File: src/rtl/mem_arbiter_pkg.sv
// Shared definitions for the cache/memory line arbiter: FSM states,
// grant identifiers and line geometry.
package mem_arbiter_pkg;

   localparam int unsigned BEATS_PER_LINE = 4;

   typedef enum logic [1:0] {
      ARB_IDLE = 2'd0,
      ARB_BEAT = 2'd1,
      ARB_DONE = 2'd2
   } arb_state_t;

   typedef enum logic {
      ARB_GRANT_IC = 1'b0,
      ARB_GRANT_DC = 1'b1
   } arb_grant_t;

endpackage

File: src/rtl/mem_arbiter_rr.sv
// Two-way round-robin picker (bit 0 = icache, bit 1 = dcache).
// Purely combinational; the last-grant pointer is held by the caller.
module mem_arb_rr
   import mem_arbiter_pkg::*;
(
   input  logic [1:0] req,
   input  arb_grant_t last_grant,
   output logic [1:0] grant
);

   always_comb begin
      grant = '0;
      if (req[0] && req[1]) begin
         grant = (last_grant == ARB_GRANT_IC) ? 2'b10 : 2'b01;
      end else begin
         grant = req;
      end
   end

endmodule

File: src/rtl/mem_arbiter.sv
// Line-fill/write-back arbiter: grants one cache at a time and serializes
// its 128-bit line into word beats over a valid/ack memory handshake.
module mem_arbiter
   import mem_arbiter_pkg::*;
#(
   parameter int unsigned ADDR_WIDTH = 20,
   parameter int unsigned LINE_WIDTH = 128,
   parameter int unsigned WORD_WIDTH = 32
) (
   input  logic                  clk,
   input  logic                  reset,
   input  logic                  ic_req,
   input  logic                  ic_we,
   input  logic [ADDR_WIDTH-1:0] ic_addr,
   input  logic [LINE_WIDTH-1:0] ic_wdata,
   output logic                  ic_ready,
   output logic [LINE_WIDTH-1:0] ic_rdata,
   input  logic                  dc_req,
   input  logic                  dc_we,
   input  logic [ADDR_WIDTH-1:0] dc_addr,
   input  logic [LINE_WIDTH-1:0] dc_wdata,
   output logic                  dc_ready,
   output logic [LINE_WIDTH-1:0] dc_rdata,
   output logic                  mem_valid_out,
   output logic                  mem_we_out,
   output logic [ADDR_WIDTH-1:0] mem_addr_out,
   output logic [WORD_WIDTH-1:0] mem_wdata_out,
   input  logic                  mem_ack_in,
   input  logic [WORD_WIDTH-1:0] mem_rdata_in
);

   localparam int unsigned BW = $clog2(BEATS_PER_LINE);
   localparam logic [BW-1:0] LAST_BEAT = BW'(BEATS_PER_LINE - 1);
   localparam logic [ADDR_WIDTH-1:0] LINE_MASK = ~ADDR_WIDTH'(BEATS_PER_LINE - 1);

   arb_state_t            state_q, state_d;
   arb_grant_t            id_q, last_q;
   logic                  we_q, abort_q;
   logic [BW-1:0]         beat_q;
   logic [ADDR_WIDTH-1:0] line_addr_q;
   logic [LINE_WIDTH-1:0] wdata_q, rbuf_q, rbuf_next;
   logic [1:0]            grant;
   logic                  granted_req, stop;

   mem_arb_rr u_rr (
      .req        ({dc_req, ic_req}),
      .last_grant (last_q),
      .grant      (grant)
   );

   assign granted_req = (id_q == ARB_GRANT_DC) ? dc_req : ic_req;
   // Once the owner drops its request the transfer ends after the current beat
   assign stop        = abort_q || !granted_req;

   always_comb begin
      rbuf_next = rbuf_q;
      rbuf_next[beat_q*WORD_WIDTH +: WORD_WIDTH] = mem_rdata_in;
   end

   always_comb begin
      state_d = state_q;
      case (state_q)
         ARB_IDLE: if (|grant) state_d = ARB_BEAT;
         ARB_BEAT: begin
            if (mem_ack_in) begin
               if (stop)                    state_d = ARB_IDLE;
               else if (beat_q == LAST_BEAT) state_d = ARB_DONE;
            end
         end
         ARB_DONE: state_d = ARB_IDLE;
         default:  state_d = ARB_IDLE;
      endcase
   end

   always_ff @(posedge clk) begin
      if (reset) begin
         state_q     <= ARB_IDLE;
         id_q        <= ARB_GRANT_IC;
         last_q      <= ARB_GRANT_IC;
         we_q        <= 1'b0;
         abort_q     <= 1'b0;
         beat_q      <= '0;
         line_addr_q <= '0;
         wdata_q     <= '0;
         rbuf_q      <= '0;
         ic_rdata    <= '0;
         dc_rdata    <= '0;
      end else begin
         state_q <= state_d;
         case (state_q)
            ARB_IDLE: begin
               if (|grant) begin
                  id_q        <= grant[1] ? ARB_GRANT_DC : ARB_GRANT_IC;
                  last_q      <= grant[1] ? ARB_GRANT_DC : ARB_GRANT_IC;
                  we_q        <= grant[1] ? dc_we : ic_we;
                  line_addr_q <= (grant[1] ? dc_addr : ic_addr) & LINE_MASK;
                  wdata_q     <= grant[1] ? dc_wdata : ic_wdata;
                  beat_q      <= '0;
                  abort_q     <= 1'b0;
               end
            end
            ARB_BEAT: begin
               if (!granted_req) abort_q <= 1'b1;
               if (mem_ack_in) begin
                  beat_q <= beat_q + 1'b1;
                  if (!we_q) rbuf_q <= rbuf_next;
                  // Publish the line together with the final beat so rdata is valid with ready
                  if (!we_q && !stop && beat_q == LAST_BEAT) begin
                     if (id_q == ARB_GRANT_DC) dc_rdata <= rbuf_next;
                     else                      ic_rdata <= rbuf_next;
                  end
               end
            end
            default: ;
         endcase
      end
   end

   assign ic_ready      = (state_q == ARB_DONE) && (id_q == ARB_GRANT_IC);
   assign dc_ready      = (state_q == ARB_DONE) && (id_q == ARB_GRANT_DC);
   assign mem_valid_out = (state_q == ARB_BEAT);
   assign mem_we_out    = mem_valid_out && we_q;
   assign mem_addr_out  = mem_valid_out ? (line_addr_q | ADDR_WIDTH'(beat_q)) : '0;
   assign mem_wdata_out = mem_valid_out ? wdata_q[beat_q*WORD_WIDTH +: WORD_WIDTH] : '0;

endmodule

File: config.mk
export PLATFORM = sky130hd
export DESIGN_NAME = mem_arbiter
export DESIGN_NICKNAME = d
export VERILOG_FILES = /design/src/rtl/mem_arbiter_pkg.sv /design/src/rtl/mem_arbiter_rr.sv /design/src/rtl/mem_arbiter.sv
export SDC_FILE = /design/constraint.sdc
export NUM_CORES = 1
export LEC_CHECK = 0
export ABC_AREA = 1
export CAP_MARGIN = 25
export CELL_PAD_IN_SITES_DETAIL_PLACEMENT = 0
export CELL_PAD_IN_SITES_GLOBAL_PLACEMENT = 1
export CORE_MARGIN = 2
export CORE_UTILIZATION = 30
export DETAILED_ROUTE_END_ITERATION = 8
export PLACE_DENSITY_LB_ADDON = 0.1
export SYNTH_ARGS = -nofsm -noshare
export SYNTH_HDL_FRONTEND = slang
export SYNTH_SLANG_ARGS = --single-unit
File: constraint.sdc
create_clock -name clk -period 7.5 [get_ports clk]
set_input_delay 1.875 -clock clk [delete_from_list [all_inputs] [get_ports clk]]
set_output_delay 1.875 -clock clk [all_outputs]
set_load 0.005 [all_outputs]
==> results.sh <==
export IMPL_drt_first_pass_iters=5
export IMPL_gr_total_overflow=0
export IMPL_grt_first_pass_wirelength_mm=140
export IMPL_start_util_pct=30.4
export IMPL_postCtsSetupBuffers=0
export IMPL_synth_flop_cell="dfxtp_1"
export IMPL_clock_path_buffers=3
export IMPL_fin_setup_tns_ns=0
export IMPL_reg2reg_from="state_q[0]"
export IMPL_worstSetupPathType="reg2out"
export IMPL_reg2reg_depth=10
export IMPL_htree_levels=2
export IMPL_tritoncts="done"
export IMPL_initialDrtViolationCount=1477
export IMPL_total_power_uw=7220
export IMPL_finalCritPeriodShare_pct=70.9
export IMPL_synth_top_area_share_pct=46.6
export IMPL_hp_class="reg2reg"
export IMPL_synth_warnings=0
export IMPL_timing_fmax_ghz=0.188
export IMPL_r2r_end="dc_rdata[40]"
export IMPL_cts_made_buffers=59
export IMPL_total_leakage_power_uw=0.0125
export IMPL_fp_coreArea_um2=76100
export IMPL_reg2reg_slack_ns=3.32
export IMPL_maxCapViolCount=0
export IMPL_synthesis_area_um2=23100
export IMPL_grt_max_degree=184
export IMPL_worstSkewPairLatency_ns=0.64
export IMPL_required_ns=5.62
export IMPL_routed_via_density=4.70
export IMPL_vias=23359
export IMPL_die_w_um=281
export IMPL_final_nets=4233
export IMPL_ctsHoldBuffers=0
export IMPL_timing_final_ws_setup_ns=2.18
export IMPL_clk_pin_slew_worst_paths_ns=0.06
export IMPL_peakVddDrop_uv=153
export IMPL_place_ws_ns=2.15
export IMPL_drt_total_wl_mm=95.0
export IMPL_cts_sinks=537
export IMPL_setup_viol=0
export IMPL_gp_congestion=0.806
export IMPL_crit_arrival_ns=3.45
export IMPL_synth_top_cell_by_area="dfxtp_1"
export IMPL_wl_per_cell_um=19.1
export IMPL_end_kind="output pin"
export IMPL_die_area_um2=79200
export IMPL_grt_usage_pct=23.1
export IMPL_rows=101
export IMPL_hold_viol=0
export IMPL_avgSynthCellArea_um2=6.74
export IMPL_synth_seq_cells=537
export IMPL_ys_seq_area_share_pct=46.6
export IMPL_max_slew_margin_rel_pct=35.0
export IMPL_powerDensity_nw_per_um2=226
export IMPL_worstHoldPathCells=2
export IMPL_hold_start="wdata_q[89]"
export IMPL_crit_path_start_kind="register"
export IMPL_drive_gt1_share_pct=3.73
export IMPL_finalClockSkew_ns=0.0322
export IMPL_slew_viol_final=0
export IMPL_rsz0062_at_grt="false"
export IMPL_dp_hpwl_mm=64.3
export IMPL_die_h_um=281
export IMPL_drc=0
export IMPL_syn_nets=3766
export IMPL_numPortBuffers=642
export IMPL_critPathMaxFanout=37
export IMPL_synth_edf_count=0
export IMPL_synth_common_cells="nor2_1 (736), nand2_1 (721), o21ai_0 (562)"
export IMPL_ys_types=21
export IMPL_synth_cells=3425
export IMPL_synthTopCellsByArea="dfxtp_1 (47%), o21ai_0 (12%), nor2_1 (12%)"
export IMPL_whs_ns=0.449
export IMPL_post_cts_resized=0
export IMPL_grt_pass1_vias=22200
export IMPL_worstMarginPinSlew_ns=0.975
export IMPL_status="finished clean"
export IMPL_whs_endpoint="wdata_q[89]"
export IMPL_clockRootBuffer="clkbuf_16"
export IMPL_area_delta_synth_final_pct=38.6
export IMPL_antenna_found_initial=3
export IMPL_postSynth_asyncResetShare_pct=0
export IMPL_ios=647
export IMPL_ant_nets=0
export IMPL_min_period_ns=5.32
export IMPL_yosysMostFrequentCell="nor2_1"
## power breakdown
part           leakage, uW  internal (uW)  switching, uW
sequential         0.00438           3030           86.1
combinational      0.00716            462            775
clock             0.000931           1630           1230
## placed cells by master, fill, tap and decap left out, drive strengths merged
master	synthesis	layout
nand3	69	69
buf	77	34
dfxtp	537	537
o21ai	572	572
nor2	738	738
a21oi	337	337
inv	135	136
ha	6	6
diode	0	1
nand4	34	34
clkdlybuf4s50	0	641
a22oi	1	1
clkbuf	192	96
clkinv	1	9
nand2	723	723
nor3	3	3
## state kept, by name, indices dropped and copies added, names as in the netlist
name,count
rbuf_q,128
ic_rdata,128
beat_q,2
line_addr_q,18
wdata_q,128
abort_q,1
last_q,1
state_q,2
dc_rdata,128
we_q,1
## worst max path at each step
stage	startpoint	end	slack [ns]	cells past startpoint
final	beat_q[1]	mem_wdata_out[29]	2.18	6
after CTS	beat_q[1]	mem_wdata_out[29]	2.01	6
after detailed placement	mem_ack_in	dc_rdata[124]	2.15	10
after global placement	mem_ack_in	dc_rdata[47]	2.18	10
after floorplan	beat_q[0]	mem_wdata_out[25]	4.13	7
after global routing	beat_q[1]	mem_wdata_out[29]	1.89	6
## critical path: stages, from the launching register on
cell and delay [ns]:
dfxtp_2 0.95, clkinv_1 0.34, buf_4 0.37, a21oi_1 0.16
o21ai_0 0.21, a21oi_1 0.22, clkdlybuf4s50_1 0.57
## cell type report
class | count | area, um^2
Antenna cell | 1 | 2.50
Clock buffer | 96 | 1810
Clock inverter | 9 | 85.1
Fill cell | 8107 | 44100
Inverter | 136 | 523
Multi-Input combinational cell | 2483 | 10800
Sequential cell | 537 | 10800
Tap cell | 1030 | 1290
Timing Repair Buffer | 675 | 6760
## cells by family (layout without fill, tap and decap cells)
kind of cell,after synthesis,count (layout),share of synthesized area (%)
other,0,1,0
and+or+nand+nor,1567,1567,26.3
DFF,537,537,46.6
buffers and inverters,405,916,7.07
adders and majority gates,6,6,0.325
AOI/OAI and AO/OA,910,910,19.7
## metal layers
metal | GRT usage, % | wire (um)
met1 | 29.0 | 40700
met2 | 40.0 | 46500
met3 | 4.28 | 5010
met4 | 6.76 | 2710
met5 | 0 | 23
## through the flow
stage | cell area (um^2) | cells | utilization [%]
2_1_floorplan | 23100 | 3425 | -
3_3_place_gp | 30100 | 4860 | 39.6
3_5_place_dp | 30100 | 4860 | 39.6
4_1_cts | 32000 | 4965 | 42.0
5_1_grt | 32000 | 4967 | 42.1
6_report | 32000 | 4967 | 42.1
No activity file was read; power rests on OpenSTA's default activity.
